[config.mk]
export PLATFORM = sky130hd
export DESIGN_NAME = fpga_cfg_loader_flat
export DESIGN_NICKNAME = d
export VERILOG_FILES = /design/src/rtl/fpga_cfg_loader_if.sv /design/src/rtl/fpga_cfg_loader.sv /design/src/flat_wrapper.sv
export SDC_FILE = /design/constraint.sdc
export NUM_CORES = 1
export LEC_CHECK = 0
export ABC_CLOCK_PERIOD_IN_PS = 3400
export BUFFER_PORTS_ARGS = -buffer_cell sky130_fd_sc_hd__buf_2
export CELL_PAD_IN_SITES_DETAIL_PLACEMENT = 1
export CELL_PAD_IN_SITES_GLOBAL_PLACEMENT = 1
export CORE_UTILIZATION = 30
export DETAILED_ROUTE_END_ITERATION = 7
export PLACE_DENSITY_LB_ADDON = 0.1
export SYNTH_ARGS = -nofsm -noshare
export SYNTH_HDL_FRONTEND = slang
export SYNTH_SLANG_ARGS = --single-unit
[constraint.sdc]
create_clock -name clk -period 3.4 [get_ports clk]
set_input_delay 0.34 -clock clk [delete_from_list [all_inputs] [get_ports clk]]
set_output_delay 0.34 -clock clk [all_outputs]
set_load 0.03 [all_outputs]
[src/rtl/fpga_cfg_loader_if.sv]
// Configuration word stream between the external config port (master) and the loader (slave).
// A word transfers on any rising edge where cfg_valid && cfg_ready; cfg_data must be stable while cfg_valid waits.
interface fpga_cfg_loader_if #(
  parameter int WORD_W = 8
);
  logic [WORD_W-1:0] cfg_data;
  logic              cfg_valid;
  logic              cfg_ready;

  modport master (output cfg_data, output cfg_valid, input cfg_ready);
  modport slave  (input cfg_data, input cfg_valid, output cfg_ready);
endinterface

[src/rtl/fpga_cfg_loader.sv]
// Serialises a word stream into the fabric's conn scan chain, then its clb scan chain.
// Verify mode re-shifts the same stream and counts tail bits that differ from the bit shifted in.
module fpga_cfg_loader #(
  parameter int WORD_W         = 8,
  parameter int CONN_CHAIN_LEN = 128,
  parameter int CLB_CHAIN_LEN  = 64,
  parameter int CNT_W          = 16
) (
  input  logic             clk,
  input  logic             rst_n,
  input  logic             i_start,
  input  logic             i_mode,
  input  logic             i_abort,
  fpga_cfg_loader_if.slave cfg_if,
  output logic             o_conn_scan_in,
  input  logic             i_conn_scan_out,
  output logic             o_conn_scan_en,
  output logic             o_clb_scan_in,
  input  logic             i_clb_scan_out,
  output logic             o_clb_scan_en,
  output logic             o_busy,
  output logic             o_done,
  output logic             o_error,
  output logic [CNT_W-1:0] o_mismatch_cnt,
  output logic [1:0]       o_dbg_state
);

  typedef enum logic [1:0] {
    S_IDLE = 2'd0,
    S_CONN = 2'd1,
    S_CLB  = 2'd2,
    S_FIN  = 2'd3
  } state_t;

  localparam int MAX_LEN = (CONN_CHAIN_LEN > CLB_CHAIN_LEN) ? CONN_CHAIN_LEN : CLB_CHAIN_LEN;
  localparam int BW      = (WORD_W > 1) ? $clog2(WORD_W) : 1;
  localparam int CW      = (MAX_LEN > 1) ? $clog2(MAX_LEN) : 1;

  localparam logic [BW-1:0] LAST_BIT  = BW'(WORD_W - 1);
  localparam logic [CW-1:0] CONN_LAST = CW'(CONN_CHAIN_LEN - 1);
  localparam logic [CW-1:0] CLB_LAST  = CW'(CLB_CHAIN_LEN - 1);

  state_t            r_state;
  state_t            w_next;
  logic [WORD_W-1:0] r_buf;
  logic              r_buf_full;
  logic [BW-1:0]     r_bit_idx;
  logic [CW-1:0]     r_shift_cnt;
  logic              r_mode;
  logic              r_done;
  logic              r_error;
  logic [CNT_W-1:0]  r_mismatch;

  logic w_active, w_shift, w_bit, w_seg_end, w_buf_end, w_final;
  logic w_start, w_abort, w_ready, w_accept, w_tail, w_miss;

  assign w_active  = (r_state == S_CONN) || (r_state == S_CLB);
  assign w_shift   = w_active && r_buf_full;
  assign w_bit     = r_buf[r_bit_idx];
  assign w_seg_end = w_shift && (r_shift_cnt == ((r_state == S_CONN) ? CONN_LAST : CLB_LAST));
  // A segment's last word may be partially used; its padding bits are dropped here.
  assign w_buf_end = w_shift && ((r_bit_idx == LAST_BIT) || w_seg_end);
  assign w_final   = w_seg_end && (r_state == S_CLB);
  assign w_start   = (r_state == S_IDLE) && i_start;
  assign w_abort   = i_abort && (r_state != S_IDLE);
  // No word is requested beyond the end of the clb segment.
  assign w_ready   = w_active && (!r_buf_full || w_buf_end) && !w_final;
  assign w_accept  = w_ready && cfg_if.cfg_valid;
  assign w_tail    = (r_state == S_CONN) ? i_conn_scan_out : i_clb_scan_out;
  assign w_miss    = w_shift && r_mode && (w_tail != w_bit) && (r_mismatch != '1);

  always_ff @(posedge clk or negedge rst_n) begin
    if (!rst_n) r_state <= S_IDLE;
    else        r_state <= w_next;
  end

  always_comb begin
    w_next = r_state;
    unique case (r_state)
      S_IDLE: if (i_start) w_next = S_CONN;
      S_CONN: begin
        if (w_abort)        w_next = S_IDLE;
        else if (w_seg_end) w_next = S_CLB;
      end
      S_CLB: begin
        if (w_abort)        w_next = S_IDLE;
        else if (w_seg_end) w_next = S_FIN;
      end
      S_FIN:   w_next = S_IDLE;
      default: w_next = S_IDLE;
    endcase
  end

  always_ff @(posedge clk or negedge rst_n) begin
    if (!rst_n) begin
      r_buf       <= '0;
      r_buf_full  <= 1'b0;
      r_bit_idx   <= '0;
      r_shift_cnt <= '0;
      r_mode      <= 1'b0;
      r_done      <= 1'b0;
      r_error     <= 1'b0;
      r_mismatch  <= '0;
    end else if (w_start) begin
      r_mode      <= i_mode;
      r_done      <= 1'b0;
      r_error     <= 1'b0;
      r_mismatch  <= '0;
      r_buf_full  <= 1'b0;
      r_bit_idx   <= '0;
      r_shift_cnt <= '0;
    end else if (w_abort) begin
      r_error     <= 1'b1;
      r_done      <= 1'b0;
      r_buf_full  <= 1'b0;
      r_bit_idx   <= '0;
      r_shift_cnt <= '0;
    end else begin
      if (r_state == S_FIN) r_done <= 1'b1;
      if (w_shift) begin
        r_shift_cnt <= w_seg_end ? '0 : r_shift_cnt + CW'(1);
        r_bit_idx   <= r_bit_idx + BW'(1);
        if (w_miss) r_mismatch <= r_mismatch + CNT_W'(1);
      end
      if (w_accept) begin
        r_buf      <= cfg_if.cfg_data;
        r_buf_full <= 1'b1;
        r_bit_idx  <= '0;
      end else if (w_buf_end) begin
        r_buf_full <= 1'b0;
        r_bit_idx  <= '0;
      end
    end
  end

  assign cfg_if.cfg_ready = w_ready;
  assign o_conn_scan_en   = (r_state == S_CONN) && r_buf_full;
  assign o_conn_scan_in   = o_conn_scan_en && w_bit;
  assign o_clb_scan_en    = (r_state == S_CLB) && r_buf_full;
  assign o_clb_scan_in    = o_clb_scan_en && w_bit;
  assign o_busy           = (r_state != S_IDLE);
  assign o_done           = r_done;
  assign o_error          = r_error;
  assign o_mismatch_cnt   = r_mismatch;
  assign o_dbg_state      = r_state;

endmodule

[src/flat_wrapper.sv]
// flat-port wrapper written by rule: the top's interface ports become plain ports
module fpga_cfg_loader_flat 
#(
  parameter int WORD_W         = 8,
  parameter int CONN_CHAIN_LEN = 128,
  parameter int CLB_CHAIN_LEN  = 64,
  parameter int CNT_W          = 16
)
  (clk, rst_n, i_start, i_mode, i_abort, o_conn_scan_in, i_conn_scan_out, o_conn_scan_en, o_clb_scan_in, i_clb_scan_out, o_clb_scan_en, o_busy, o_done, o_error, o_mismatch_cnt, o_dbg_state, cfg_if_cfg_data, cfg_if_cfg_valid, cfg_if_cfg_ready);
  fpga_cfg_loader_if #(.WORD_W(WORD_W)) cfg_if_i ();
  input  logic clk;
  input  logic rst_n;
  input  logic i_start;
  input  logic i_mode;
  input  logic i_abort;
  output logic o_conn_scan_in;
  input  logic i_conn_scan_out;
  output logic o_conn_scan_en;
  output logic o_clb_scan_in;
  input  logic i_clb_scan_out;
  output logic o_clb_scan_en;
  output logic o_busy;
  output logic o_done;
  output logic o_error;
  output logic [CNT_W-1:0] o_mismatch_cnt;
  output logic [1:0] o_dbg_state;
  input wire logic [$bits(cfg_if_i.cfg_data)-1:0] cfg_if_cfg_data;
  input wire logic [$bits(cfg_if_i.cfg_valid)-1:0] cfg_if_cfg_valid;
  output wire logic [$bits(cfg_if_i.cfg_ready)-1:0] cfg_if_cfg_ready;
  assign cfg_if_i.cfg_data = cfg_if_cfg_data;
  assign cfg_if_i.cfg_valid = cfg_if_cfg_valid;
  assign cfg_if_cfg_ready = cfg_if_i.cfg_ready;
  fpga_cfg_loader #(.WORD_W(WORD_W), .CONN_CHAIN_LEN(CONN_CHAIN_LEN), .CLB_CHAIN_LEN(CLB_CHAIN_LEN), .CNT_W(CNT_W)) u_core (.clk(clk), .rst_n(rst_n), .i_start(i_start), .i_mode(i_mode), .i_abort(i_abort), .cfg_if(cfg_if_i), .o_conn_scan_in(o_conn_scan_in), .i_conn_scan_out(i_conn_scan_out), .o_conn_scan_en(o_conn_scan_en), .o_clb_scan_in(o_clb_scan_in), .i_clb_scan_out(i_clb_scan_out), .o_clb_scan_en(o_clb_scan_en), .o_busy(o_busy), .o_done(o_done), .o_error(o_error), .o_mismatch_cnt(o_mismatch_cnt), .o_dbg_state(o_dbg_state));
endmodule
-- Yosys cells after proc, flatten, opt, wreduce, memory -nomap -nowiden
Index checks and enable logic that the tools add are counted.
- add/sub/neg operators: 3
- $lt $le $gt $ge: 1
- equal/unequal tests: 11
- mux-type cells: 32
- bitwise gates (word level): 2
- reductions and logical operators: 33
- operators by type and width (cell ; number):
    2-to-1 mux 16 bit ; 4
    2-to-1 mux 7 bit ; 5
    adder 16 x 1 -> 16 bit (second input constant) ; 1
    logical AND 1 bit ; 16
    != test 16 bit (second input constant) ; 1
    2-to-1 mux 3 bit ; 5
    2-to-1 mux 1 bit ; 11
    2-to-1 mux 2 bit ; 5
    AND reduction 3 bit ; 3
    one-hot mux 2 bit (4 select lines) ; 1
    nonzero test 2 bit ; 4
    adder 7 x 1 -> 7 bit (second input constant) ; 1
    equality test 7 bit ; 1
    != test 3 x 1 -> 1 bit (second input constant) ; 2
    nonzero test 3 bit ; 2
    nonzero test 5 bit ; 1
    equality test 2 bit (second input constant) ; 2
    less-than comparator 3 x 4 -> 1 bit (second input constant) ; 1
    nonzero test 4 bit ; 1
    adder 3 x 1 -> 3 bit (second input constant) ; 1
    binary-select mux 1 bit (select 3 bit) ; 1
    equality test 3 bit (second input constant) ; 1
    logical OR 1 bit ; 3
    equality test 2 x 1 -> 1 bit (second input constant) ; 1
    6 further kinds ; 8
- flip-flop bits (word level): 40
- bits of input ports: 16
- output and inout port bits: 26

-- Logic depth before layout (Yosys ltp)
Gate-level depths: netlist of the first run.
- depth after elaboration: 13
- mapped depth: 10
- mapped depth without buffers: 8

-- Least setup slack after synthesis of the first run
Ideal clock, no wire load.
- path kind: reg-to-output
- start: register u_core.r_state[1] (netlist: u_core.o_dbg_state[1])
- end: output cfg_if_cfg_ready
- arrival time: 2.286 ns
- slack: 0.774 ns
- cell stages (with the launch flop): 8
- path buffers: 0
- cells stage by stage: dfrtp_1 > inv_1 > ha_1 > nand2_2 > nor4_4 > nor2_2 > a21boi_0 > and2_1
- word-level cells in the longest chain between the ends: 9
- elaborated cells between the ends (all ways): 14
- those cells by class: eq/ne (3); mux (1); reduce/logical (10)
- ends and longest elaborated chain (element ; line ; source):
    start, declared ; fpga_cfg_loader.sv:43 ; state_t r_state;
    start signal, assigned ; fpga_cfg_loader.sv:74 ; else r_state <= w_next;
    equality test 2 x 1 -> 1 bit or equality test 2 bit (tied branches) ; fpga_cfg_loader.sv:57, fpga_cfg_loader.sv:60, fpga_cfg_loader.sv:63 ;
    2-to-1 mux 7 bit or logical OR 1 bit (tied branches) ; fpga_cfg_loader.sv:60, fpga_cfg_loader.sv:57 ;
    equality test 7 bit or logical AND 1 bit (tied branches) ; fpga_cfg_loader.sv:60, fpga_cfg_loader.sv:58 ;
    logical AND 1 bit ; fpga_cfg_loader.sv:60 ; assign w_seg_end = w_shift && (r_shift_cnt == ((r_state == S_CONN) ? CONN_LAST : CLB_LAST));
    logical OR 1 bit ; fpga_cfg_loader.sv:62 ; assign w_buf_end = w_shift && ((r_bit_idx == LAST_BIT) || w_seg_end);
    logical AND 1 bit ; fpga_cfg_loader.sv:62 ;
    logical OR 1 bit ; fpga_cfg_loader.sv:67 ; assign w_ready = w_active && (!r_buf_full || w_buf_end) && !w_final;
    logical AND 1 bit ; fpga_cfg_loader.sv:67 ;
    logical AND 1 bit (*) ; fpga_cfg_loader.sv:67 ;
    end, declared ; flat_wrapper.sv:29 ; output wire logic [$bits(cfg_if_i.cfg_ready)-1:0] cfg_if_cfg_ready;
Mark *: on every way between the ends. The rest lies on a longest branch, timed or not.

-- Worst setup path in the final report of the first run
Ends and elaborated chain as after synthesis.

==> Flow_metrics.wiki, run 1 <==
{| class="wikitable"
! Metric !! Value
|-
| Final sum of negative setup slack || 0 ps
|-
| Detailed-route wire length || 5120 µm
|-
| Register-to-register path setup slack || between 800 and 900 ps
|-
| Top cell type by total area after synthesis || sky130_fd_sc_hd__dfrtp_1
|-
| Number of endpoints with negative hold slack in the final report || 0
|-
| Pwr Density || 609 nW/µm²
|-
| Clock Latency Late Sink || between 200 and 300 ps
|-
| Critical path capture point type || output port
|-
| Worst hold path type || in -> async
|-
| Instance count of the mapped netlist || around 210
|-
| Crit path to || cfg_if_cfg_ready
|-
| Initial detailed-routing violation count || between 50 and 60
|-
| Source of the worst register-to-register timing path || u_core.o_dbg_state[1]
|-
| Clock-pin slew on the worst setup and hold paths || roughly 80 ps
|-
| Number of maximum-capacitance constraint violations || 0
|-
| Main synth FF type || sky130_fd_sc_hd__dfrtp_1
|-
| Cells resized by post-CTS repair || 0
|-
| Most used cells in the layout excluding fill and tap cells || 41 x sky130_fd_sc_hd__buf_2, 40 x sky130_fd_sc_hd__dfrtp_1, 26 x sky130_fd_sc_hd__nor2_1
|-
| Setup crit start kind || register
|-
| Largest net degree at the start of global routing || roughly 40
|-
| Effective utilization at floorplan || between 30% and 40%
|-
| Post-Syn Area per Cell || between 10 and 15 µm²
|-
| Detail Placement HPWL || 3650 µm
|-
| Combined global-route utilization of all metal layers || between 10% and 20%
|-
| Total Power Consumption || around 1.6 mW
|-
| Detail Route Antenna Nets || 0
|-
| Via count of the first global-routing pass || about 1800
|-
| Max Transition Viols Final || 0
|-
| Share of cell area taken by muxes after synthesis || about 8.5%
|-
| Netlist Area Pre-Place || 2190 µm²
|-
| Site Rows || 30
|-
| Die width || between 80 and 90 µm
|-
| Timing startpoint of the critical path || u_core.o_dbg_state[1]
|-
| Number of buffers added on ports || 41
|-
| Worst reg-to-reg path cell count || 8
|-
| Highest ir drop seen on vdd || 254 µV
|-
| Critical path depth || 8
|-
| Number of top-level pins || 42
|-
| Global placer's final weighted congestion || ~0.7
|-
| First-pass GRT wire length || just under 9000 µm
|-
| CTS sink count || 40
|-
| Clock tree from TritonCTS || built
|-
| Number of clock buffers inserted by TritonCTS || 5
|-
| Drt pass-1 iters || 4
|-
| Post-layout net count || 282
|-
| Cells along the critical path || inv_1 > ha_1 > nand2_2 > nor4_4 > nor2_2 > a21boi_0 > and2_1 > buf_2
|-
| Adder-cell area share of the yosys netlist || under 10%
|-
| GR Overflow Total || 0
|-
| Share of synthesized flip-flops with an asynchronous set or reset || 100%
|-
| # diodes || 0
|-
| Number of flops mapped to enable cells by yosys || 0
|-
| RSZ-0062 raised after global routing || no
|-
| DRC violation count after routing || 0
|-
| Proportion of netlist area held by the largest area contributor || 45.8%
|-
| Fraction of final layout cells with drive strength greater than 1 || roughly 28%
|-
| Hold bufs inserted after CTS || 0
|-
| Count of cell types in the netlist || 40
|-
| Worst path top cell family by delay || simple AND/OR/NAND/NOR gates
|-
| Worst-path fanout max || 8
|-
| Worst path max stage delay || between 400 and 500 ps
|-
| Die Footprint || approximately 7600 µm²
|-
| Result of the run || finished, final reports clean
|-
| Simple-Gate Fraction of Synth Area || 23.2%
|-
| Dominant cells by area after synthesis || sky130_fd_sc_hd__dfrtp_1 46%, sky130_fd_sc_hd__xor2_1 7.2%, sky130_fd_sc_hd__ha_1 5.1%, sky130_fd_sc_hd__nor2_1 4.5%, sky130_fd_sc_hd__mux2_2 4.1%
|-
| Maximum buffer depth of the clock tree || 2
|-
| Compound-gate portion of the synthesized area || 5.43%
|-
| Highest achievable clock rate || between 300 and 400 MHz
|-
| Relative area change from synthesis to final layout || 17.8%
|-
| P_leak || approximately 1.3 nW
|-
| Maximum level of the CTS H-tree || 2
|-
| Post-CTS Repair Setup Buffers || 0
|-
| Ys Warns || 0
|-
| Die boundary height || approximately 87 µm
|-
| Endpoints failing setup || 0
|-
| Detail-routed via count per cell || 4.75
|-
| Data arrival, critical path || ~2500 ps
|-
| Synth Net Count || between 200 and 250
|-
| Largest family of logic cells by synthesized area || simple AND/OR/NAND/NOR gates
|-
| Number of antenna violations at the first check in global routing || 0
|-
| Path type of the worst setup path || reg -> out
|-
| Max-Slew Margin vs Limit || a little over a third
|-
| CTS Root Cell || sky130_fd_sc_hd__clkbuf_8
|-
| Max Clock Skew || around 4.1 ps
|-
| Most common library cell in the layout ignoring fill and taps || sky130_fd_sc_hd__buf_2
|-
| Post-synthesis sequential area ratio || 45.8%
|-
| Core ar. || roughly 7000 µm²
|-
| Actual slew at the worst max-slew pin || roughly 960 ps
|-
| Routed wire length per instance || approximately 15 µm
|-
| Post-Synth XOR/XNOR Area || 9.15%
|-
| Number of buffer and inverter instances along the worst setup path || 2
|-
| Required time of the critical path || 3060 ps
|-
| Yosys reg bits || 40
|-
| Final cycle utilization of the critical path || between 80% and 90%
|-
| Minimum clock period after layout || 2840 ps
|-
| Worst R2R End || u_core.r_buf[7]
|-
| Critical Path Slowest Stage Cell || sky130_fd_sc_hd__dfrtp_1
|-
| Vias post-DR || 1678
|}
-- how the worst min path moves through the flow --
stage,from,slack [ps],depth (start not counted),end
floorplan,rst_n,40,0,u_core.o_dbg_state[0]
global placement,u_core.r_mode,460,2,u_core.r_mode
detailed placement,u_core.r_mode,470,2,u_core.r_mode
CTS,rst_n,230,1,u_core.o_done
global route,i_mode,260,3,u_core.r_mode
finish,rst_n,190,1,u_core.o_done
-- sequential cells by signal, summed over array words and instances, names as in the netlist --
name                   cells
u_core.o_dbg_state         2
u_core.r_shift_cnt         7
u_core.o_error             1
u_core.r_bit_idx           3
u_core.r_mode              1
u_core.r_buf_full          1
u_core.o_mismatch_cnt     16
u_core.o_done              1
u_core.r_buf               8
-- worst reg2reg max path: cells and delay by family, from the launching register on --
family | cells | cell delay, ps
and+or+nand+nor | 4 | 830
adders and majority gates | 1 | 390
DFF | 1 | 450
buffers and inverters | 1 | 110
muxes | 1 | 380
AOI/OAI and AO/OA | 1 | 310
-- per-stage QoR --
step	area (µm²)	worst slack [ps]	instances	hold slack, ps	utilization (%)
after floorplan	2190	774	213	44.4	-
after global placement	2500	887	346	465	36.1
after detailed placement	2500	788	346	473	36.1
after CTS	2580	520	353	231	37.3
after global routing	2580	262	353	256	37.3
final	2580	563	353	186	37.3
-- cell usage after synthesis, types with 2 or more instances --
cell / count
sky130_fd_sc_hd__nor3_1: 3
sky130_fd_sc_hd__mux2i_1: 2
sky130_fd_sc_hd__a31oi_1: 2
sky130_fd_sc_hd__clkbuf_1: 4
sky130_fd_sc_hd__inv_1: 6
sky130_fd_sc_hd__xnor2_1: 3
sky130_fd_sc_hd__ha_1: 9
sky130_fd_sc_hd__mux2_2: 8
sky130_fd_sc_hd__nand3_2: 4
sky130_fd_sc_hd__nor2_1: 26
sky130_fd_sc_hd__and2_1: 4
sky130_fd_sc_hd__o22ai_1: 2
sky130_fd_sc_hd__xor2_1: 18
sky130_fd_sc_hd__dfrtp_1: 40
sky130_fd_sc_hd__nand3_1: 13
sky130_fd_sc_hd__o21ai_0: 5
sky130_fd_sc_hd__nand4_1: 5
sky130_fd_sc_hd__nand2_1: 20
sky130_fd_sc_hd__mux4_1: 2
sky130_fd_sc_hd__a21oi_1: 7
sky130_fd_sc_hd__and3_1: 10
sky130_fd_sc_hd__and4_1: 2
-- cells by family (layout without fill, tap and decap cells) --
family,after synthesis,in the layout
AO/OA/AOI/OAI,20,20
XOR/XNOR,22,22
adder cells (fa/ha/maj),9,9
buffers and inverters,13,57
flip-flops,40,40
multiplexers,13,13
AND/OR/NAND/NOR,96,96
-- where the power goes --
group / internal (mW) / total [mW] / switching [mW]
Combinational: 0.230 / 0.623 / 0.393
Sequential: 0.564 / 0.636 / 0.0718
Clock: 0.139 / 0.310 / 0.170
Total: 0.934 / 1.57 / 0.635
-- area by class of cell --
class / instances / area (µm²)
fill: 822 / 4330
multi-input combinational: 160 / 1120
sequential: 40 / 1000
timing repair buffer: 44 / 228
tap: 96 / 120
clock buffer: 5 / 68.8
inverter: 6 / 22.5
clock inverter: 2 / 12.5
-- layer usage --
layer / global-route usage, % / vias up / share of wire (%)
met4: 4.02 / 0 / 1.1
li1: - / 819 / -
met3: 3.32 / 5 / 3.3
met5: 0 / - / 0
met2: 23.6 / 33 / 45
met1: 20.9 / 821 / 51
Power figures use the tool's default switching activity.
==> inputs of run 2 (changes only) <==
--- a/config.mk
+++ b/config.mk
@@ -5,7 +5,7 @@
 export SDC_FILE = /design/constraint.sdc
 export NUM_CORES = 1
 export LEC_CHECK = 0
-export ABC_CLOCK_PERIOD_IN_PS = 3400
+export ABC_CLOCK_PERIOD_IN_PS = 2550
 export BUFFER_PORTS_ARGS = -buffer_cell sky130_fd_sc_hd__buf_2
 export CELL_PAD_IN_SITES_DETAIL_PLACEMENT = 1
 export CELL_PAD_IN_SITES_GLOBAL_PLACEMENT = 1
==> constraint.sdc (replaced) <==
create_clock -name clk -period 2.55 [get_ports clk]
set_input_delay 0.255 -clock clk [delete_from_list [all_inputs] [get_ports clk]]
set_output_delay 0.255 -clock clk [all_outputs]
set_load 0.03 [all_outputs]
==> run 2 against run 1 <==
Sequential share of layout area down 1.8 points. Final area up 4.9%. Setup slack worse by 430 ps. Clock skew up 5.5 ps. Critical endpoint unchanged.
==> Flow_metrics.wiki, run 2 (same netlist as run 1, synthesis figures left out) <==
{| class="wikitable"
! Metric !! Value
|-
| Result of the run || finished, final reports clean
|-
| Largest net degree at the start of global routing || 41
|-
| Area used by sequential logic in the layout || between 1000 and 1500 µm²
|-
| Portion of total power attributed to combinational logic || between 40% and 50%
|-
| Endpoints failing setup || 0
|-
| Clock Latency Late Sink || around 300 ps
|-
| Clock-pin slew on the worst setup and hold paths || approximately 90 ps
|-
| Path type of the worst setup path || reg -> out
|-
| Clock tree from TritonCTS || built
|-
| Combined global-route utilization of all metal layers || 15.2%
|-
| CTS Root Cell || sky130_fd_sc_hd__clkbuf_8
|-
| Detailed-route wire length || approximately 5300 µm
|-
| Max-Slew Margin vs Limit || about 38%
|-
| GR Overflow Total || 0
|-
| Vias post-DR || 1733
|-
| Highest achievable clock rate || 414 MHz
|-
| Max layer used || met4
|-
| DRC violation count after routing || 0
|-
| Actual slew at the worst max-slew pin || around 940 ps
|-
| Number of antenna violations at the first check in global routing || 0
|-
| Minimum clock period after layout || approximately 2400 ps
|-
| Total Power Consumption || ~2.4 mW
|-
| Final WS setup || 136 ps
|-
| Total net switching power || approximately 0.90 mW
|-
| Number of maximum-capacitance constraint violations || 0
|-
| Maximum buffer depth of the clock tree || 2
|-
| # diodes || 0
|-
| Metal1 wirelength || about 2600 µm
|-
| Maximum level of the CTS H-tree || 2
|-
| Die boundary height || between 80 and 90 µm
|-
| Data arrival, critical path || roughly 2200 ps
|-
| Internal power component || 1.45 mW
|-
| Area of combinational cells with multiple inputs || roughly 1200 µm²
|-
| Fraction of final layout cells with drive strength greater than 1 || a little under a third
|-
| Fillcell total || about 800
|-
| Number of flip-flops under the largest register name || 16
|-
| Required time of the critical path || between 2000 and 2500 ps
|-
| Met2 wire length || roughly 2500 µm
|-
| Portion of total power attributed to sequential cells || a little over a third
|-
| Effective utilization at floorplan || a little under a third
|-
| Met3 routed WL || ~190 µm
|-
| Number of endpoints with negative hold slack in the final report || 0
|-
| Pwr Density || approximately 870 nW/µm²
|-
| P_leak || between 1 and 1.5 nW
|-
| Post-placement setup slack || between 90 and 100 ps
|-
| Post-layout net count || ~290
|-
| Critical path capture point type || output port
|-
| Worst hold path type || in -> async
|-
| Clock power share || 22.6%
|-
| Via count of the first global-routing pass || 1835
|-
| Detail-routed via count per cell || roughly 4.8
|-
| Die width || approximately 87 µm
|-
| Worst hold slack after final layout || 90.1 ps
|-
| Relative area change from synthesis to final layout || 23.6%
|-
| Switching part of the total || between 30% and 40%
|-
| Number of top-level pins || 42
|-
| Die Footprint || between 7000 and 8000 µm²
|-
| Final sum of negative setup slack || 0 ps
|-
| Most used cells in the layout excluding fill and tap cells || 41 x sky130_fd_sc_hd__buf_2, 40 x sky130_fd_sc_hd__dfrtp_1, 26 x sky130_fd_sc_hd__nor2_1
|-
| Number of clock buffers inserted by TritonCTS || 5
|-
| Most common library cell in the layout ignoring fill and taps || sky130_fd_sc_hd__buf_2
|-
| Detail Placement HPWL || 3740 µm
|-
| Setup crit start kind || register
|-
| Max Transition Viols Final || 0
|-
| Highest ir drop seen on vdd || between 300 and 400 µV
|-
| Global placer's final weighted congestion || around 0.7
|-
| Detail Route Antenna Nets || 0
|-
| Worst-path fanout max || 8
|-
| Max Clock Skew || around 9.6 ps
|-
| Site Rows || 30
|-
| First-pass GRT wire length || about 8900 µm
|-
| Number of buffers added on ports || 41
|-
| Utilization after layout || 39.1%
|-
| Core ar. || ~7000 µm²
|-
| Final cycle utilization of the critical path || ~95%
|-
| Initial detailed-routing violation count || 47
|-
| Routed wire length per instance || approximately 15 µm
|-
| CTS sink count || 40
|-
| Drt pass-1 iters || 3
|}
[run 2: changes by cell type in the layout (fill, tap and decap cells not counted), sizes merged]
cell    previous run  this run
bufinv             0         1
buf               44        51
[run 2: worst max-delay path: stages (launching register included)]
cell and delay [ps]:
sky130_fd_sc_hd__dfrtp_1 360, sky130_fd_sc_hd__inv_1 110, sky130_fd_sc_hd__ha_4 320, sky130_fd_sc_hd__nand2_4 90, sky130_fd_sc_hd__nor4_4 350, sky130_fd_sc_hd__nor2_2 110, sky130_fd_sc_hd__a21boi_1 190, sky130_fd_sc_hd__and2_1 140
sky130_fd_sc_hd__buf_2 190
[run 2: metal layers]
metal  vias to the layer above  global-route usage (%)
met5                         -                       0
met4                         0                    4.02
met3                         7                    3.22
met2                        34                    25.1
met1                       864                    20.2
li1                        828                       -
[run 2: stage by stage]
step           std cells  area [µm²]
6_report             361        2700
5_1_grt              361        2700
4_1_cts              360        2670
3_5_place_dp         350        2540
3_3_place_gp         350        2540
2_1_floorplan        213        2190
[run 2: worst paths after layout]
kind | startpoint | to | slack [ps] | cells past startpoint
min | rst_n | u_core.o_dbg_state[0] | 90 | 1
min in group clk | i_mode | u_core.r_mode | 160 | 3
max in group asynchronous | rst_n | u_core.o_mismatch_cnt[9] | 1870 | 1
max reg2reg | u_core.o_dbg_state[1] | u_core.r_buf[0] | 270 | 8
max | u_core.o_dbg_state[1] | cfg_if_cfg_ready | 140 | 8
min reg2reg | u_core.o_done | u_core.o_done | 490 | 2
[run 2: area by class of cell]
| class | instances | share of cell area [%] |
|---|---|---|
| clock buffer | 5 | 2.55 |
| clock inverter | 3 | 1.57 |
| inverter | 6 | 0.833 |
| multi-input combinational | 160 | 42.7 |
| sequential | 40 | 37.0 |
| tap | 96 | 4.44 |
| timing repair buffer | 51 | 10.8 |
[run 2: power groups by stage]
stage          clock [mW]  sequential [mW]  combinational [mW]
5_1_grt             0.578            0.863                1.07
3_3_place_gp            0            0.857               0.920
3_5_place_dp            0            0.863               0.929
6_report            0.532            0.843               0.982
2_1_floorplan           0            0.874               0.617
4_1_cts             0.551            0.845               0.952
[run 2: timing repair]
item                                   4_1_cts  5_1_grt
endpoints found under the hold margin        0        0
gates resized for setup                      0        6
setup buffers                                2        1
pin swaps                                    1        1
setup endpoints to repair                    1        1
hold buffers                                 0        0
